### src/rtl/controlador_banco_reg_pkg.sv
// Shared types and constants for the register-bank write controller.
package ctrl_banco_pkg;

  localparam int unsigned W_DEF = 16;

  typedef enum logic [1:0] {
    IDLE = 2'd0,
    LOAD = 2'd1,
    ACK  = 2'd2
  } state_e;

endpackage

### src/rtl/controlador_banco_reg_if.sv
// Requester/read bus between producers and the register-bank controller.
interface controlador_banco_reg_if
  import ctrl_banco_pkg::*;
#(
  parameter int unsigned NREG = 4,
  parameter int unsigned W    = W_DEF
);
  localparam int unsigned AW = $clog2(NREG);

  logic          req0;
  logic          req1;
  logic [AW-1:0] addr0;
  logic [AW-1:0] addr1;
  logic [W-1:0]  d0;
  logic [W-1:0]  d1;
  logic          ack0;
  logic          ack1;
  logic [AW-1:0] raddr;
  logic [W-1:0]  rdata;
  logic          busy;

  modport master (
    output req0, req1, addr0, addr1, d0, d1, raddr,
    input  ack0, ack1, rdata, busy
  );

  modport slave (
    input  req0, req1, addr0, addr1, d0, d1, raddr,
    output ack0, ack1, rdata, busy
  );

endinterface

### src/rtl/controlador_banco_reg_registrador_16b_rst.sv
// W-bit load-enable register with asynchronous active-low clear.
module registrador_16b_rst
  import ctrl_banco_pkg::*;
#(
  parameter int unsigned W = W_DEF
) (
  input  logic         clk_i,
  input  logic         rst_n_i,
  input  logic         l_i,
  input  logic [W-1:0] d_i,
  output logic [W-1:0] q_o
);

  logic [W-1:0] q_q;

  always_ff @(posedge clk_i or negedge rst_n_i) begin
    if (!rst_n_i)  q_q <= '0;
    else if (l_i)  q_q <= d_i;
  end

  assign q_o = q_q;

endmodule

### src/rtl/controlador_banco_reg.sv
// Two-requester round-robin write controller for a bank of load-enable registers,
// with a combinational read port.
module controlador_banco_reg
  import ctrl_banco_pkg::*;
#(
  parameter int unsigned NREG = 4,
  parameter int unsigned W    = W_DEF
) (
  input  logic                    clk_i,
  input  logic                    rst_n_i,
  controlador_banco_reg_if.slave  bus
);

  localparam int unsigned AW = $clog2(NREG);

  localparam logic [1:0] S_IDLE = IDLE;
  localparam logic [1:0] S_LOAD = LOAD;
  localparam logic [1:0] S_ACK  = ACK;

  logic [1:0]    state_q, state_d;
  logic          prio_q, prio_d;
  logic          win_q, win_d;
  logic [AW-1:0] cap_addr_q, cap_addr_d;
  logic [W-1:0]  cap_data_q, cap_data_d;

  logic          gnt1;
  logic [NREG-1:0] load;
  logic [W-1:0]  bank [NREG];

  // Requester 1 wins when alone, or when both ask and it holds priority.
  assign gnt1 = bus.req1 & (~bus.req0 | prio_q);

  always_comb begin
    state_d    = state_q;
    prio_d     = prio_q;
    win_d      = win_q;
    cap_addr_d = cap_addr_q;
    cap_data_d = cap_data_q;
    case (state_q)
      S_IDLE: begin
        if (bus.req0 || bus.req1) begin
          win_d      = gnt1;
          cap_addr_d = gnt1 ? bus.addr1 : bus.addr0;
          cap_data_d = gnt1 ? bus.d1 : bus.d0;
          state_d    = S_LOAD;
        end
      end
      S_LOAD: state_d = S_ACK;
      S_ACK: begin
        prio_d  = ~win_q;
        state_d = S_IDLE;
      end
      default: state_d = S_IDLE;
    endcase
  end

  always_ff @(posedge clk_i or negedge rst_n_i) begin
    if (!rst_n_i) begin
      state_q    <= S_IDLE;
      prio_q     <= 1'b0;
      win_q      <= 1'b0;
      cap_addr_q <= '0;
      cap_data_q <= '0;
    end else begin
      state_q    <= state_d;
      prio_q     <= prio_d;
      win_q      <= win_d;
      cap_addr_q <= cap_addr_d;
      cap_data_q <= cap_data_d;
    end
  end

  for (genvar i = 0; i < NREG; i++) begin : g_bank
    assign load[i] = (state_q == S_LOAD) && (cap_addr_q == AW'(i));

    registrador_16b_rst #(.W(W)) u_reg (
      .clk_i   (clk_i),
      .rst_n_i (rst_n_i),
      .l_i     (load[i]),
      .d_i     (cap_data_q),
      .q_o     (bank[i])
    );
  end

  // Acks decode from registered state so an async reset drops them at once.
  assign bus.ack0  = (state_q == S_ACK) && !win_q;
  assign bus.ack1  = (state_q == S_ACK) &&  win_q;
  assign bus.busy  = (state_q != S_IDLE);
  assign bus.rdata = bank[bus.raddr];

endmodule
### src/flat_wrapper.sv
// flat-port wrapper written by rule: the top's interface ports become plain ports
module controlador_banco_reg_flat import ctrl_banco_pkg::*;
#(
  parameter int unsigned NREG = 4,
  parameter int unsigned W    = W_DEF
)
  (clk_i, rst_n_i, bus_req0, bus_req1, bus_addr0, bus_addr1, bus_d0, bus_d1, bus_raddr, bus_ack0, bus_ack1, bus_rdata, bus_busy);
  controlador_banco_reg_if #(.NREG(NREG), .W(W)) bus_i ();
  input  logic clk_i;
  input  logic rst_n_i;
  input wire logic [$bits(bus_i.req0)-1:0] bus_req0;
  input wire logic [$bits(bus_i.req1)-1:0] bus_req1;
  input wire logic [$bits(bus_i.addr0)-1:0] bus_addr0;
  input wire logic [$bits(bus_i.addr1)-1:0] bus_addr1;
  input wire logic [$bits(bus_i.d0)-1:0] bus_d0;
  input wire logic [$bits(bus_i.d1)-1:0] bus_d1;
  input wire logic [$bits(bus_i.raddr)-1:0] bus_raddr;
  output wire logic [$bits(bus_i.ack0)-1:0] bus_ack0;
  output wire logic [$bits(bus_i.ack1)-1:0] bus_ack1;
  output wire logic [$bits(bus_i.rdata)-1:0] bus_rdata;
  output wire logic [$bits(bus_i.busy)-1:0] bus_busy;
  assign bus_i.req0 = bus_req0;
  assign bus_i.req1 = bus_req1;
  assign bus_i.addr0 = bus_addr0;
  assign bus_i.addr1 = bus_addr1;
  assign bus_i.d0 = bus_d0;
  assign bus_i.d1 = bus_d1;
  assign bus_i.raddr = bus_raddr;
  assign bus_ack0 = bus_i.ack0;
  assign bus_ack1 = bus_i.ack1;
  assign bus_rdata = bus_i.rdata;
  assign bus_busy = bus_i.busy;
  controlador_banco_reg #(.NREG(NREG), .W(W)) u_core (.clk_i(clk_i), .rst_n_i(rst_n_i), .bus(bus_i));
endmodule
### config.mk
export PLATFORM = sky130hd
export DESIGN_NAME = controlador_banco_reg_flat
export DESIGN_NICKNAME = d
export VERILOG_FILES = /design/src/rtl/controlador_banco_reg_pkg.sv /design/src/rtl/controlador_banco_reg_if.sv /design/src/rtl/controlador_banco_reg_registrador_16b_rst.sv /design/src/rtl/controlador_banco_reg.sv /design/src/flat_wrapper.sv
export SDC_FILE = /design/constraint.sdc
export NUM_CORES = 1
export LEC_CHECK = 0
export CAP_MARGIN = 15
export CORE_ASPECT_RATIO = 1.75
export CORE_MARGIN = 2
export CORE_UTILIZATION = 49
export DETAILED_ROUTE_END_ITERATION = 16
export PLACE_DENSITY_LB_ADDON = 0.05
export SYNTH_ARGS = -nofsm -noshare
export SYNTH_HDL_FRONTEND = slang
export SYNTH_SLANG_ARGS = --single-unit
### constraint.sdc
create_clock -name clk_i -period 2.4 [get_ports clk_i]
set_input_delay 0.72 -clock clk_i [delete_from_list [all_inputs] [get_ports clk_i]]
set_output_delay 0.72 -clock clk_i [all_outputs]
set_load 0.01 [all_outputs]
Word-level counts from Yosys, hierarchy flattened
Index checks and enable logic that the tools add are counted.
- $lt $le $gt $ge: 1
- eq/ne operators: 6
- bitwise logic cells: 5
- reduce and logical (&&, ||, !) cells: 12
- mux-type cells: 7
- operators with widths (operator ; number):
    $mux 16 ; 3
    $bmux 16 s2 ; 1
    $eq 2x2->1 const B ; 3
    $logic_and 1x1->1 ; 6
    $eq 2x1->1 const B ; 2
    $logic_not 2->1 ; 2
    $mux 2 ; 2
    $pmux 2 s2 ; 1
    $ge 3x3->1 const B ; 1
    $not 2->3 ; 1
    $ne 2x1->1 const B ; 1
    $not 1->1 ; 2
    $reduce_and 2->1 ; 1
    $reduce_bool 2->1 ; 1
    $and 1x1->1 ; 1
    $logic_not 1->1 ; 1
    $logic_or 1x1->1 ; 1
    $or 1x1->1 ; 1
- bits in registers: 86
- bits of input ports: 42

Depth between registers and ports, before layout
Gate-level depths: netlist (run 1).
- word-level depth: 4
- mapped depth: 5

Modules after synthesis
Synthesis (run 1) repeated with hierarchy kept, for this count alone.
- cell total of the unflattened synthesis: 283
- area, all modules: 4149.0 µm²
- modules (own cells, without submodules) (module ; sequential area each (µm²) ; times used ; cells an instance ; area an instance (µm²)):
    registrador_16b_rst ; 400.4 ; 4 ; 34 ; 649.4
    controlador_banco_reg ; 550.5 ; 1 ; 147 ; 1551.5

Worst setup path before layout (run 1)
Ideal clock, no wire load.
- path type: input port to output port
- start: in bus_raddr[0]
- end: out bus_rdata[10]
- arrival time: 1.808 ns
- required time: 1.680 ns
- slack: -0.128 ns
- stages on the path: 3
- buffers on the path: 2
- path through: buf_2 -> buf_2 -> mux4_2
- word-level cells in the longest chain between the ends: 4
- RTL lines (element ; line ; text):
    start, declared ; flat_wrapper.sv:17 ; input wire logic [$bits(bus_i.raddr)-1:0] bus_raddr;
    $not 2->3 (not written as such) ; controlador_banco_reg.sv:89 ; assign bus.rdata = bank[bus.raddr];
    $bmux 16 s2 ; controlador_banco_reg.sv:89 ;
    $mux 16 (not written as such) (2 in a row) ; controlador_banco_reg.sv:89 ;
    end, declared ; flat_wrapper.sv:20 ; output wire logic [$bits(bus_i.rdata)-1:0] bus_rdata;
Every way passes these cells. The select of a mux whose other input is x is not followed.

Worst setup path after layout (run 1)
- start: in bus_raddr[0]
- end: out bus_rdata[15]
The elaborated chain is that of the path after synthesis.

==> reports/metrics.yaml, run 1 <==
floorplanning:
  die_h_um: 124
  start_util_pct: 50.6
  dieArea_mm2: 0.00894
  die-width_um: 72.3
  rows: 43
  io_pins: 61
  core_area_mm2: 0.00791
finish:
  final_core_util_pct: 64.5
  final_area_mm2: 0.00510
  fin_nets: 392
  diodes: 0
  synthToLayoutAreaGrowth_pct: 27.4
  finalNonFillerCells: 445
  layout_common_cells: "86 x dfrtp_1, 41 x clkdlybuf4s50_1, 34 x mux2_2"
  layout-drive-gt1-share_pct: 40.0
  final_common_cell: "dfrtp_1"
routing:
  first_pass_iters: 4
  routed_via_density: 5.82
  drt-initial-drc-count: 140
  routed_wl_um: 9230
  wl_per_cell_um: 20.7
  vias: 2592
  drc_errors: 0
  drtAntennaViolNets: 0
clock_tree:
  cts_tree: "yes"
  clock_sinks: 86
  clk_path_buf_depth: 2
  insertion_delay_ps: 330
  root_buffer: "clkbuf_16"
  postCtsHoldBufs: 0
  clkTransAtPathRegs_ps: 60
  h-tree-depth: 3
  cts_buffers: 9
timing:
  tightest_slew_ps: 728
  skew_ps: 4.69
  slew_headroom_pct: 51.5
  period_needed_ps: 2360
  layout_setup_ws_ps: 38.6
  fin_crit_sh_pct: 98.4
  finalSetupTns_ps: 0
  hold_violations: 0
  slew_violations: 0
  hold_slack_ps: 361
  fmax_ghz: 0.423
  setup_viol_count_final: 0
  rsz0062_at_grt: "no"
synthesis:
  syn_nets: 322
  synthCells: 280
  ys_types: 25
  netlist.area_leader.share_pct: 53.7
  avgSynthCellArea_um2: 14.3
  ys_warn_count: 0
  synth_top_area_cell: "dfrtp_1"
  yosys-top-cells-area: "dfrtp_1 54%, mux2_4 11%, mux2_2 9.6%"
  synth-seq-area-share_pct: 53.7
  synth.ff_latch_count: 86
  synthesis.area_mm2: 0.00401
global_route:
  grt.total_usage_pct: 22.5
  grt_overflow: 0
  grt_max_degree: 42
  grt_pass1_wl_um: 14600
  antenna_found_initial: 0
  grt_pass1_vias: 2711
placed_design:
  placed_cell_area_mm2: 0.00475
  port-buffer-count: 60
  dp_hpwl_um: 6070
  gp_congestion: 0.800
  dpl.cell_count: 422
  post-place-ws_ps: -783
critical_path:
  critPathRequiredTime_ps: 1680
  crit_type: "in2out"
  critPathLaunchType: "primary input"
  arrival_ps: 1640
  reg2reg_setup_slack_ps: 490
  reg2regPathDepth: 4
  cp-end-kind: "output port"
  crit_fanout: 8
hold_path:
  holdCritPathClass: "in2async"
run_status:
  status: "finished, final reports clean"
power:
  power_density_mw_per_mm2: 1300
  finalPower_mw: 6.63
  leakage_nw: 2.14
  ir_worst_vdd_mv: 0.715
run:
  cap_violations: 0
cell families (layout without fill, tap and decap cells):
kind of cell	count (synthesis)	count (layout)	synth area share (%)
flops	86	86	53.7
mux	80	80	29.8
buf+inv	26	101	3.90
simple gates	32	32	5.00
compound gates	56	56	7.56
registers in the layout, indices dropped and copies added, names as in the netlist:
register	cells
u_core.cap_data_q	16
u_core.state_q	2
u_core.cap_addr_q	2
u_core.prio_q	1
u_core.win_q	1
u_core.g_bank.u_reg.q_o	64
cell type report:
class                   instances  area [µm²]
clock inverters                 6        86.3
well taps                      90         113
clock buffers                  10         229
repair buffers                 81         811
inverters                       4        15.0
multi-input cells             168        1700
fillers                       614        2810
flip-flops and latches         86        2150
power by group:
part	internal (mW)	switching, mW	total (mW)
Combinational	1.49	0.902	2.39
Sequential	2.21	0.570	2.78
Clock	0.910	0.555	1.46
what timing repair did:
action / CTS / global route
resized for setup: 76 / 2
buffers inserted: 6 / 0
endpoints found under the setup margin: 16 / 2
gates cloned: 1 / 0
worst paths after layout:
kind | from | endpoint
worst max-delay path | bus_raddr[0] | bus_rdata[15]
worst min-delay path | rst_n_i | u_core.g_bank[0].u_reg.q_o[10]$_DFFE_PN0P_
worst max register to register | u_core.state_q[1]$_DFFE_PN0P_ | u_core.cap_addr_q[0]$_DFFE_PN0P_
worst min register to register | u_core.g_bank[3].u_reg.q_o[1]$_DFFE_PN0P_ | u_core.g_bank[3].u_reg.q_o[1]$_DFFE_PN0P_
max in group asynchronous | rst_n_i | u_core.g_bank[1].u_reg.q_o[14]$_DFFE_PN0P_
min in group clk_i | u_core.g_bank[3].u_reg.q_o[1]$_DFFE_PN0P_ | u_core.g_bank[3].u_reg.q_o[1]$_DFFE_PN0P_
synth_stat cells:
cell type	n
dfrtp_1	86
mux2_2	34
mux2_4	30
a21oi_1	19
nand3_1	19
o21ai_0	19
a31oi_1	18
mux4_2	16
clkbuf_1	10
buf_2	7
buf_6	3
inv_1	3
and3_2	2
and3b_1	2
nor2_1	2
and2_1	1
buf_12	1
buf_8	1
inv_2	1
nand2b_1	1
nand3_2	1
nor2b_1	1
nor2b_2	1
nor4_4	1
or2_2	1
metal layers:
metal  routed length, µm  track usage (%)
met5                   0                0
met4                 259             10.3
met3                 458             5.42
met2                4800             38.1
met1                3710             26.9
critical path, stage by stage:
cell and delay, ps:
buf_6 110, buf_12 150, mux4_2 520, buf_6 140
(Power assumes the default switching activity.)
==> run 2, diff against run 1 <==
CORE_UTILIZATION = 45   (was 49)
==> run 2 against run 1 <==
Against the previous run:
- the run now ends with negative setup slack left
- die area increased by 8.5%
- count of clock-buffer cells in the layout increased by 1
- register-to-register slack got worse by 100 ps
- critical path depth increased by 1
- critical endpoint is now bus_rdata[10]
- largest cell class unchanged
- highest routed layer unchanged
==> reports/metrics.yaml, run 2 (synthesized netlist as in run 1, its figures left out) <==
clock_tree:
  cts_tree: "yes"
  h-tree-depth: 3
  root_buffer: "clkbuf_16"
  postCtsHoldBufs: 0
  insertion_delay_ps: 340
  clock_sinks: 86
  cts_buffers: 9
  clk_path_buf_depth: 2
  clkTransAtPathRegs_ps: 60
global_route:
  grt_overflow: 0
  grt_max_degree: 56
  antenna_found_initial: 0
  grt_pass1_wl_um: 15400
  grt_pass1_vias: 2749
  grt.total_usage_pct: 22.1
finish:
  largest_register_ffs: 64
  finalNonFillerCells: 473
  synthToLayoutAreaGrowth_pct: 29.0
  fin_nets: 393
  final_area_mm2: 0.00517
  layout_common_cells: "86 x dfrtp_1, 41 x clkdlybuf4s50_1, 34 x mux2_2"
  final_common_cell: "dfrtp_1"
  diodes: 0
  layout-drive-gt1-share_pct: 40.4
  fillCellCount: 771
timing:
  hold_violations: 0
  layout_setup_ws_ps: -7.08
  tightest_slew_ps: 783
  fin_crit_sh_pct: 100
  setup_viol_count_final: 1
  skew_ps: 7.54
  rsz0062_at_grt: "yes"
  slew_violations: 0
  fmax_ghz: 0.415
  period_needed_ps: 2410
  slew_headroom_pct: 47.8
critical_path:
  critPathLaunchType: "primary input"
  crit_type: "in2out"
  cp-end-kind: "output port"
  cp_slowest_cell: "mux4_2"
  cpPeakStageDelay_ps: 500
  crit_path_frequent_cell: "buf_12"
  arrival_ps: 1690
  crit_chain: "buf_12 > buf_12 > buf_12 > mux4_2 > buf_6"
  cp.buffers_inverters: 4
  crit_fanout: 6
  crit_family: "multiplexers"
  critPathRequiredTime_ps: 1680
routing:
  drt-initial-drc-count: 131
  routed_wl_um: 9480
  routed_via_density: 5.43
  drc_errors: 0
  vias: 2567
  drtAntennaViolNets: 0
  first_pass_iters: 6
  wl_per_cell_um: 20.1
placed_design:
  gp_congestion: 0.793
  dpl.cell_count: 448
  post-place-ws_ps: -780
  placed_cell_area_mm2: 0.00477
  port-buffer-count: 60
  dp_hpwl_um: 6110
power:
  leakage_nw: 2.16
  power_density_mw_per_mm2: 1280
  finalPower_mw: 6.63
  ir_worst_vdd_mv: 0.665
run_status:
  status: "finished with violations"
  violations: "negative setup slack"
run:
  cap_violations: 0
floorplanning:
  dieArea_mm2: 0.00970
  die-width_um: 75.3
  rows: 45
  core_area_mm2: 0.00867
  die_h_um: 129
  io_pins: 61
  start_util_pct: 46.2
hold_path:
  holdCritPathClass: "in2async"
[run 2: power breakdown]
group / internal [mW] / switching (mW) / total, mW
logic: 1.51 / 0.926 / 2.43
registers: 2.21 / 0.571 / 2.78
clock network: 0.862 / 0.551 / 1.41
[run 2: stage by stage]
step | hold slack, ps | utilization, % | TNS [ps]
floorplan | 424 | - | 0
detailed placement | 490 | 55.0 | -12270
global placement | 483 | 55.0 | -12210
CTS | 319 | 59.0 | -54.9
finish | 315 | 59.6 | -7.08
global route | 340 | 59.6 | -136
[run 2: timing repair]
| item | CTS | global route |
|---|---|---|
| endpoints found under the setup margin | 16 | 10 |
| gates resized for setup | 81 | 3 |
| setup buffers | 5 | 3 |
| gates cloned | 1 | 0 |
[run 2: cell type report]
class / instances / area (µm²) / area share (%)
flip-flops and latches: 86 / 2150 / 41.6
multi-input cells: 168 / 1700 / 32.8
repair buffers: 82 / 847 / 16.4
clock buffers: 11 / 253 / 4.89
well taps: 117 / 146 / 2.83
clock inverters: 5 / 57.6 / 1.11
inverters: 4 / 15.0 / 0.291
[run 2: layer usage]
metal / vias up / GRT usage (%) / wire (µm)
met2: 66 / 36.6 / 5070
li1: 1188 / - / -
met3: 11 / 4.62 / 453
met4: 0 / 8.88 / 142
met5: - / 0 / 0
met1: 1302 / 27.9 / 3820
[run 2: final timing paths]
check                                                                start                                          to  slack (ps)  cells past startpoint
worst max-delay path                                          bus_raddr[0]                               bus_rdata[10]          -7                      5
worst min-delay path                                               rst_n_i   u_core.g_bank[2].u_reg.q_o[9]$_DFFE_PN0P_         320                      1
min in group clk_i              u_core.g_bank[3].u_reg.q_o[15]$_DFFE_PN0P_  u_core.g_bank[3].u_reg.q_o[15]$_DFFE_PN0P_         500                      1
worst max register to register               u_core.state_q[1]$_DFFE_PN0P_           u_core.cap_data_q[13]$_DFFE_PN0P_         390                      4
max in group asynchronous                                          rst_n_i   u_core.g_bank[3].u_reg.q_o[3]$_DFFE_PN0P_        1460                      2
worst min register to register  u_core.g_bank[3].u_reg.q_o[15]$_DFFE_PN0P_  u_core.g_bank[3].u_reg.q_o[15]$_DFFE_PN0P_         500                      1
